$ cat src/rtl/icache_miss_scheduler.sv
`default_nettype none
// ============================================================================
// Module   : icache_miss_scheduler
// Brief    : Per-thread L1I miss tracker. Merges duplicate lines, issues L2
//            fill requests round-robin and pulses a per-thread fetch wakeup.
// Revision : 1.0 - initial release
// ============================================================================
module icache_miss_scheduler #(
    parameter int NUM_THREADS     = 4,
    parameter int LINE_ADDR_WIDTH = 26
) (
    input  logic                           clk,
    input  logic                           reset,
    input  logic                           miss_en,
    input  logic [$clog2(NUM_THREADS)-1:0] miss_thread_idx,
    input  logic [LINE_ADDR_WIDTH-1:0]     miss_line_addr,
    input  logic                           flush_en,
    output logic                           l2_req_valid,
    input  logic                           l2_req_ready,
    output logic [LINE_ADDR_WIDTH-1:0]     l2_req_line_addr,
    output logic [$clog2(NUM_THREADS)-1:0] l2_req_thread_idx,
    input  logic                           l2_resp_valid,
    input  logic [LINE_ADDR_WIDTH-1:0]     l2_resp_line_addr,
    output logic [NUM_THREADS-1:0]         wakeup_mask,
    output logic [NUM_THREADS-1:0]         pending_mask
);

    localparam int c_idx_w = $clog2(NUM_THREADS);

    typedef enum logic [1:0] {
        ST_FREE    = 2'd0,
        ST_PENDING = 2'd1,
        ST_ISSUED  = 2'd2
    } entry_state_t;

    entry_state_t               r_state     [NUM_THREADS];
    logic [LINE_ADDR_WIDTH-1:0] r_addr      [NUM_THREADS];
    logic                       r_req_valid;
    logic [LINE_ADDR_WIDTH-1:0] r_req_addr;
    logic [c_idx_w-1:0]         r_req_idx;
    logic [c_idx_w-1:0]         r_rr_ptr;
    logic [NUM_THREADS-1:0]     r_wakeup;
    logic [NUM_THREADS-1:0]     r_pending;

    entry_state_t               w_state_nxt [NUM_THREADS];
    logic [LINE_ADDR_WIDTH-1:0] w_addr_nxt  [NUM_THREADS];
    logic                       w_req_valid_nxt;
    logic [LINE_ADDR_WIDTH-1:0] w_req_addr_nxt;
    logic [c_idx_w-1:0]         w_req_idx_nxt;
    logic [c_idx_w-1:0]         w_rr_ptr_nxt;
    logic [NUM_THREADS-1:0]     w_wakeup_nxt;
    logic [NUM_THREADS-1:0]     w_pending_nxt;

    logic [NUM_THREADS-1:0]     w_issued_dup;
    logic [NUM_THREADS-1:0]     w_elig;
    logic                       w_grant_valid;
    logic [c_idx_w-1:0]         w_grant_idx;
    logic                       w_accept;
    logic                       w_slot_open;

    // A pending line is held back while the same line is already in flight,
    // sits in the request register, or is being filled this very cycle.
    always_comb begin
        for (int t = 0; t < NUM_THREADS; t++) begin
            w_issued_dup[t] = 1'b0;
            for (int j = 0; j < NUM_THREADS; j++) begin
                if (r_state[j] == ST_ISSUED && r_addr[j] == r_addr[t]) begin
                    w_issued_dup[t] = 1'b1;
                end
            end
            w_elig[t] = (r_state[t] == ST_PENDING) && !w_issued_dup[t]
                     && !(r_req_valid && r_req_addr == r_addr[t])
                     && !(l2_resp_valid && l2_resp_line_addr == r_addr[t]);
        end
    end

    // Round-robin search starting at r_rr_ptr (one past the last grant).
    always_comb begin
        w_grant_valid = 1'b0;
        w_grant_idx   = '0;
        for (int i = 0; i < NUM_THREADS; i++) begin
            if (!w_grant_valid && w_elig[r_rr_ptr + c_idx_w'(i)]) begin
                w_grant_valid = 1'b1;
                w_grant_idx   = r_rr_ptr + c_idx_w'(i);
            end
        end
    end

    assign w_accept    = r_req_valid && l2_req_ready;
    assign w_slot_open = !r_req_valid || w_accept;

    always_comb begin
        w_state_nxt     = r_state;
        w_addr_nxt      = r_addr;
        w_req_valid_nxt = r_req_valid;
        w_req_addr_nxt  = r_req_addr;
        w_req_idx_nxt   = r_req_idx;
        w_rr_ptr_nxt    = r_rr_ptr;
        w_wakeup_nxt    = '0;

        if (w_accept) begin
            w_state_nxt[r_req_idx] = ST_ISSUED;
        end

        if (w_slot_open) begin
            w_req_valid_nxt = w_grant_valid;
            if (w_grant_valid) begin
                w_req_addr_nxt = r_addr[w_grant_idx];
                w_req_idx_nxt  = w_grant_idx;
                w_rr_ptr_nxt   = w_grant_idx + c_idx_w'(1);
            end
        end else if (l2_resp_valid && r_req_addr == l2_resp_line_addr) begin
            w_req_valid_nxt = 1'b0;
        end

        // The fill releases every waiter on the line, including entries that
        // only just got accepted above.
        if (l2_resp_valid) begin
            for (int t = 0; t < NUM_THREADS; t++) begin
                if (r_state[t] != ST_FREE && r_addr[t] == l2_resp_line_addr) begin
                    w_state_nxt[t]  = ST_FREE;
                    w_wakeup_nxt[t] = 1'b1;
                end
            end
        end

        if (miss_en && r_state[miss_thread_idx] == ST_FREE) begin
            if (l2_resp_valid && miss_line_addr == l2_resp_line_addr) begin
                w_wakeup_nxt[miss_thread_idx] = 1'b1;
            end else begin
                w_state_nxt[miss_thread_idx] = ST_PENDING;
                w_addr_nxt[miss_thread_idx]  = miss_line_addr;
            end
        end

        if (flush_en) begin
            w_req_valid_nxt = 1'b0;
            w_rr_ptr_nxt    = r_rr_ptr;
            for (int t = 0; t < NUM_THREADS; t++) begin
                w_wakeup_nxt[t] = (r_state[t] != ST_FREE);
                w_state_nxt[t]  = ST_FREE;
            end
        end

        for (int t = 0; t < NUM_THREADS; t++) begin
            w_pending_nxt[t] = (w_state_nxt[t] != ST_FREE);
        end
    end

    always_ff @(posedge clk or posedge reset) begin
        if (reset) begin
            for (int t = 0; t < NUM_THREADS; t++) begin
                r_state[t] <= ST_FREE;
                r_addr[t]  <= '0;
            end
            r_req_valid <= 1'b0;
            r_req_addr  <= '0;
            r_req_idx   <= '0;
            r_rr_ptr    <= '0;
            r_wakeup    <= '0;
            r_pending   <= '0;
        end else begin
            r_state     <= w_state_nxt;
            r_addr      <= w_addr_nxt;
            r_req_valid <= w_req_valid_nxt;
            r_req_addr  <= w_req_addr_nxt;
            r_req_idx   <= w_req_idx_nxt;
            r_rr_ptr    <= w_rr_ptr_nxt;
            r_wakeup    <= w_wakeup_nxt;
            r_pending   <= w_pending_nxt;
        end
    end

    assign l2_req_valid      = r_req_valid;
    assign l2_req_line_addr  = r_req_addr;
    assign l2_req_thread_idx = r_req_idx;
    assign wakeup_mask       = r_wakeup;
    assign pending_mask      = r_pending;

endmodule
`default_nettype wire

$ cat config.mk
export PLATFORM = sky130hd
export DESIGN_NAME = icache_miss_scheduler
export DESIGN_NICKNAME = d
export VERILOG_FILES = /design/src/rtl/icache_miss_scheduler.sv
export SDC_FILE = /design/constraint.sdc
export NUM_CORES = 1
export LEC_CHECK = 0
export ABC_CLOCK_PERIOD_IN_PS = 4400
export BUFFER_PORTS_ARGS = -buffer_cell sky130_fd_sc_hd__buf_2
export CAP_MARGIN = 20
export CELL_PAD_IN_SITES_DETAIL_PLACEMENT = 0
export CELL_PAD_IN_SITES_GLOBAL_PLACEMENT = 1
export CORE_UTILIZATION = 48
export DETAILED_ROUTE_END_ITERATION = 8
export HOLD_SLACK_MARGIN = 0.06
export PLACE_DENSITY = 0.89
export SYNTH_ARGS = -nofsm -noshare
export SYNTH_HDL_FRONTEND = slang
export SYNTH_SLANG_ARGS = --single-unit
$ cat constraint.sdc
create_clock -name clk -period 4.4 [get_ports clk]
set_input_delay 0 -clock clk [delete_from_list [all_inputs] [get_ports clk]]
set_output_delay 0 -clock clk [all_outputs]
set_load 0.005 [all_outputs]
==> results of run 1 <==
## worst paths after layout
kind                                        from  cells after the start                   to  slack, ns
setup reg to reg                      r_addr[96]                     12  l2_req_line_addr[0]       0.45
hold reg to reg                       r_addr[68]                      1           r_addr[68]       0.57
setup / recovery                      r_addr[96]                     12  l2_req_line_addr[0]       0.45
max in group asynchronous                  reset                      4      pending_mask[1]       3.09
hold / removal                             reset                      3           r_addr[35]       0.28
min in group clk           l2_resp_line_addr[14]                      6       wakeup_mask[1]       0.37
## synthesized netlist by cell type, types with 5 or more instances
cell type	number
nor4_1	37
nor2_1	25
buf_4	9
nand3_1	7
dfrtp_1	151
mux2_2	105
xor2_1	102
a41oi_1	5
clkbuf_1	34
inv_1	38
or2_2	5
mux2i_1	52
xnor2_1	315
nor3_1	16
nand4_1	91
a22o_1	26
buf_2	125
a21oi_1	41
buf_6	9
nand2_1	17
## stage by stage
step / total power (uW) / worst slack (ns) / instance area, um2 / cells
6_report: 7970 / 0.452 / 13500 / 1606
3_5_place_dp: 6320 / 0.662 / 12600 / 1539
2_1_floorplan: 4920 / 0.335 / 12200 / 1252
5_1_grt: 8180 / 0.461 / 13500 / 1605
4_1_cts: 7830 / 0.660 / 13500 / 1605
3_3_place_gp: 6360 / 0.668 / 12600 / 1539
## registers in the layout, indices dropped and copies added, names as in the netlist
name,cells
r_addr,104
r_rr_ptr,2
l2_req_line_addr,26
wakeup_mask,4
l2_req_valid,1
r_state,8
pending_mask,4
l2_req_thread_idx,2
## area by class of cell
cell class,count,area (um2),share of cell area [%]
Antenna cell,1,2.50,0.0186
Clock buffer,17,425,3.16
Clock inverter,15,138,1.02
Inverter,38,148,1.10
Multi-Input combinational cell,882,7300,54.1
Sequential cell,151,3780,28.0
Tap cell,324,405,3.01
Timing Repair Buffer,178,1280,9.51
## critical path: cells and delay by family, from the launching register on
family | cells | cell delay, ns
xor gates and xnor gates | 1 | 0.49
buffers and inverters | 2 | 0.42
and+or+nand+nor | 3 | 1.18
DFF | 1 | 0.56
muxes | 1 | 0.09
AOI/OAI and AO/OA | 5 | 1.11
## power by group
part | leakage [uW] | switching [uW] | internal (uW)
Combinational | 0.00303 | 1870 | 1670
Sequential | 0.00181 | 1220 | 1720
Clock | 0.000271 | 742 | 749
## what timing repair did
| item | CTS | global route |
|---|---|---|
| hold endpoints to repair | 204 | 0 |
| setup endpoints to repair | 0 | 0 |
| hold buffers | 34 | 0 |
| resized for setup | 0 | 0 |
## cells by family (layout without fill, tap and decap cells)
group,after synthesis,after routing,share of synthesized area (%)
AND/OR/NAND/NOR,217,217,10.3
flip-flops,151,151,31.1
XOR/XNOR,417,417,30.1
other,0,1,0
AO/OA/AOI/OAI,91,91,5.37
multiplexers,157,157,14.0
buffers and inverters,219,248,9.11
## metal layers
metal / GRT usage, % / vias up / share of wire (%)
met5: 0 / - / 0
met4: 23.3 / 0 / 6.2
met3: 8.19 / 148 / 8.4
met2: 63.1 / 626 / 44
met1: 55.6 / 5135 / 42
li1: - / 4231 / -
==> results.ini, run 1 <==
[grt]
grt_antenna_before_repair = 1
gr-total-overflow = 0
grt_pass1_wl_um = 75100
grt_pass1_vias = 9957
track_usage_pct = 41.6
grt_max_degree = 90

[floorplanning]
pin_count = 97
row_count = 57
start_util_pct = 49.4
die_w_um = 161
placeableCoreArea_mm2 = 0.0246
die_height_um = 161
dieArea_mm2 = 0.0260

[final_layout]
fin_nets = 1328
final_util_pct = 54.8
n_fill_cell = 2287
layout_common_cells = xnor2_1, dfrtp_1, mux2_2
drive_gt1_share_pct = 23.3
final_common_cell = xnor2_1
area_growth_pct = 10.9

[cts]
cts_sinks = 151
ctsRootBufferMaster = clkbuf_16
cts_tree = built
post_cts_buffers = 0
cts_htree_levels = 4
cts_buffers = 17
clockBufferDepth = 2
path_clk_slew_ns = 0.08
clk_latency_ns = 0.44

[critical_path]
crit_type = register to register
slowest_stage = nor4_1
cp-end-kind = register
critical-path-max-stage-delay_ns = 0.79
arrival_ns = 4.31
cp-start-kind = register
path_cells = xnor2_1 > nand4_1 > nor4_1 > a21boi_1 > nand4_1 > o22ai_1 > a221oi_4 > buf_12 > buf_12 > mux2i_1 > a22o_1 > a21oi_1
crit_fanout = 15
worst_ep_required_time_ns = 4.76

[status]
status = finished clean

[routing]
drc_errors = 0
detail-route-antenna-nets = 0
drt_iter0_drc = 1194
vias = 10140
firstDrtPassIters = 5
viasPerCell = 6.31
wl_per_cell_um = 33.1
drt_wl_total_um = 53200

[sta]
min_period_ns = 3.95
fin_hold_ws_ns = 0.278
maxSlewHeadroom_pct = 34.4
timing.fmax_ghz = 0.253
final_hold_viol_count = 0
max_slew.worst_pin.slew_ns = 0.983
fin_setup_tns_ns = 0
finalCritPeriodShare_pct = 89.7
rsz0062_at_grt = false
drv_slew = 0
setup_viol = 0
skew_ns = 0.0179

[placement]
port-buffer-count = 96
dp_hpwl_um = 40900
place_congestion = 1.09

[synth]
yosysTopAreaCell = dfrtp_1
syn_nets = 1312
synth_top_flop_cell = dfrtp_1
seq_area_frac_synth_pct = 31.1
synth_area_leaders = dfrtp_1, xnor2_1, mux2_2, xor2_1, buf_2
syn_inst = 1252
syn_area_per_cell_um2 = 9.70
synth-seq-cells = 151
synth_area_mm2 = 0.0122
synth.distinct_cells = 50
yosys_warnings = 0
async_flop_share_pct = 100
netlist.area_leader.share_pct = 31.1
synth_edf_count = 0

[power_and_ir_drop]
peakVddDrop_v = 0.000284
p_leak_uw = 0.00511
power_density_mw_per_mm2 = 592

[min_path]
min_path_type = primary input to async pin

[flow_run]
cap_viol_max_count = 0

No activity file was read; power rests on OpenSTA's default activity.
==> run 2, diff against run 1 <==
- ABC_CLOCK_PERIOD_IN_PS: 4400 -> 3700
- CORE_UTILIZATION: 48 -> 49
- CTS_BUF_LIST: unset -> sky130_fd_sc_hd__clkbuf_4 sky130_fd_sc_hd__clkbuf_8
- PLACE_DENSITY: 0.89 -> 0.91
- SLEW_MARGIN: unset -> 25
- clock period: 4.4 -> 3.7 ns (I/O delays scaled with it)
==> run 2 against run 1 <==
  * Combinational power grew 35%
  * Clock skew down 0.0021 ns
  * Setup slack worse by 0.32 ns
  * Via count up 2.2%
  * Core utilization is 2.4 points higher
  * Critical endpoint is now l2_req_line_addr[9]
  * Largest cell class unchanged
  * Highest routed layer unchanged
==> results.ini, run 2 (synthesis gave the netlist of run 1 again) <==
[cts]
clockBufferDepth = 2  ; unchanged
clk_latency_ns = 0.49  ; +0.05 ns
cts_sinks = 151  ; unchanged
path_clk_slew_ns = 0.09  ; about the same
cts_htree_levels = 4  ; unchanged
cts_buffers = 17  ; unchanged
cts_tree = built
ctsRootBufferMaster = clkbuf_8

[sta]
fin_hold_ws_ns = 0.256  ; -0.0215 ns
setup_viol = 0  ; unchanged
min_period_ns = 3.57  ; -0.376 ns
drv_slew = 0  ; unchanged
timing.fmax_ghz = 0.280  ; +11%
max_slew.worst_pin.slew_ns = 1.05  ; +0.0673 ns
fin_setup_tns_ns = 0  ; unchanged
finalCritPeriodShare_pct = 96.5  ; +6.8 points
rsz0062_at_grt = false
final_hold_viol_count = 0  ; unchanged
maxSlewHeadroom_pct = 29.9  ; -4.5 points
skew_ns = 0.0159  ; -0.00208 ns

[floorplanning]
dieArea_mm2 = 0.0254  ; -2.0%
placeableCoreArea_mm2 = 0.0243  ; -1.2%
die_w_um = 159  ; -1.0%
pin_count = 97  ; unchanged
die_height_um = 159  ; -1.0%
row_count = 57  ; unchanged
start_util_pct = 50.0  ; +0.58 points

[min_path]
min_path_type = primary input to async pin

[final_layout]
largest_reg_flops = 104  ; unchanged
area_growth_pct = 14.5
largest_register = r_addr
final_common_cell = xnor2_1
layout_common_cells = xnor2_1, dfrtp_1, buf_4
drive_gt1_share_pct = 28.3  ; +4.9 points
n_fill_cell = 2199  ; -3.8%
diodes = 0  ; -1
fin_nets = 1412  ; +6.3%

[routing]
wl_met3_um = 4420  ; -1.1%
drc_errors = 0  ; unchanged
viasPerCell = 6.13  ; -2.9%
detail-route-antenna-nets = 0  ; unchanged
wl_per_cell_um = 32.0  ; -3.2%
firstDrtPassIters = 5  ; unchanged
drt_wl_total_um = 54100  ; +1.8%
wl_met1_um = 22400  ; +0.81%
vias = 10360  ; +2.2%
drt_iter0_drc = 1329  ; +11%
top_layer = met4
wl_met2_um = 23900  ; +3.0%

[grt]
grt_pass1_vias = 10356  ; +4.0%
gr-total-overflow = 0  ; unchanged
track_usage_pct = 43.5  ; +1.9 points
grt_antenna_before_repair = 1  ; unchanged
grt_pass1_wl_um = 77400  ; +2.9%
grt_max_degree = 152  ; +69%

[power_and_ir_drop]
p_leak_uw = 0.00544  ; +6.6%
peakVddDrop_v = 0.000416  ; +47%
power_density_mw_per_mm2 = 676  ; +14%
p_total_uw = 9400  ; +18%

[critical_path]
path_cells = xnor2_1 > nand4_1 > nor4_1 > buf_4 > a41oi_1 > and3_1 > a21boi_1 > a221oi_4 > buf_12 > buf_12 > mux2i_1 > a22o_1 > a21oi_1
cp-start-kind = register
worst_ep_required_time_ns = 4.10  ; -0.66 ns
critical-path-max-stage-delay_ns = 0.54  ; -0.25 ns
crit_type = register to register
slowest_stage = dfrtp_1
arrival_ns = 3.97  ; -0.34 ns
cp-end-kind = register
crit_fanout = 18  ; +3
cp_common_cell = buf_12

[flow_run]
cap_viol_max_count = 0  ; unchanged

[placement]
port-buffer-count = 96  ; unchanged
dp_hpwl_um = 42400  ; +3.7%
place_congestion = 1.04  ; -4.5%

[status]
status = finished clean

## run 2: power breakdown
group | switching [uW] | leakage [uW] | internal (uW)
clock network | 779 | 0.000197 | 568
registers | 1210 | 0.00180 | 2060
logic | 2530 | 0.00344 | 2250
total | 4520 | 0.00544 | 4880
## run 2: timing repair
action	in CTS	in global routing
setup endpoints to repair	0	7
hold endpoints to repair	273	0
buffers inserted	0	0
gates resized for setup	0	2
hold buffers	33	0
## run 2: routing by layer
metal  vias up  track usage (%)
li1       4399                -
met1      5233             57.6
met2       594             66.9
met3       134             8.21
met4         0             24.3
met5         -                0
## run 2: worst paths after layout
| path | start | cells after the start | slack [ns] | end |
|---|---|---|---|---|
| max | r_addr[10] | 13 | 0.13 | l2_req_line_addr[9] |
| min | reset | 4 | 0.26 | r_addr[9] |
| max reg2reg | r_addr[10] | 13 | 0.13 | l2_req_line_addr[9] |
| min reg2reg | l2_req_thread_idx[0] | 1 | 0.63 | l2_req_thread_idx[0] |
| max in group asynchronous | reset | 4 | 2.67 | r_addr[57] |
| min in group clk | l2_resp_valid | 6 | 0.33 | l2_req_valid |
## run 2: cell type report
class	count	area [um2]	area share [%]
inverter	38	146	1.05
clock buffer	18	248	1.78
tap	324	405	2.91
timing repair buffer	262	1900	13.6
sequential	151	3780	27.2
clock inverter	14	138	0.989
multi-input combinational	882	7300	52.4
## run 2: stage by stage
stage                     instance area (um2)  worst slack [ns]  std cells  util (%)
after detailed placement                13200             0.139       1624      54.2
after CTS                               13900             0.130       1689      57.2
final                                   13900             0.128       1689      57.2
after global placement                  13200             0.198       1624      54.2
after floorplan                         12200             0.932       1252         -
after global routing                    13900            0.0539       1689      57.2
## run 2: critical path, delay by kind of cell, from the launching register on
family | cells | cell delay, ns
xor gates and xnor gates | 1 | 0.46
buffers and inverters | 3 | 0.58
muxes | 1 | 0.12
and+or+nand+nor | 3 | 1.01
AOI/OAI and AO/OA | 5 | 0.78
DFF | 1 | 0.54
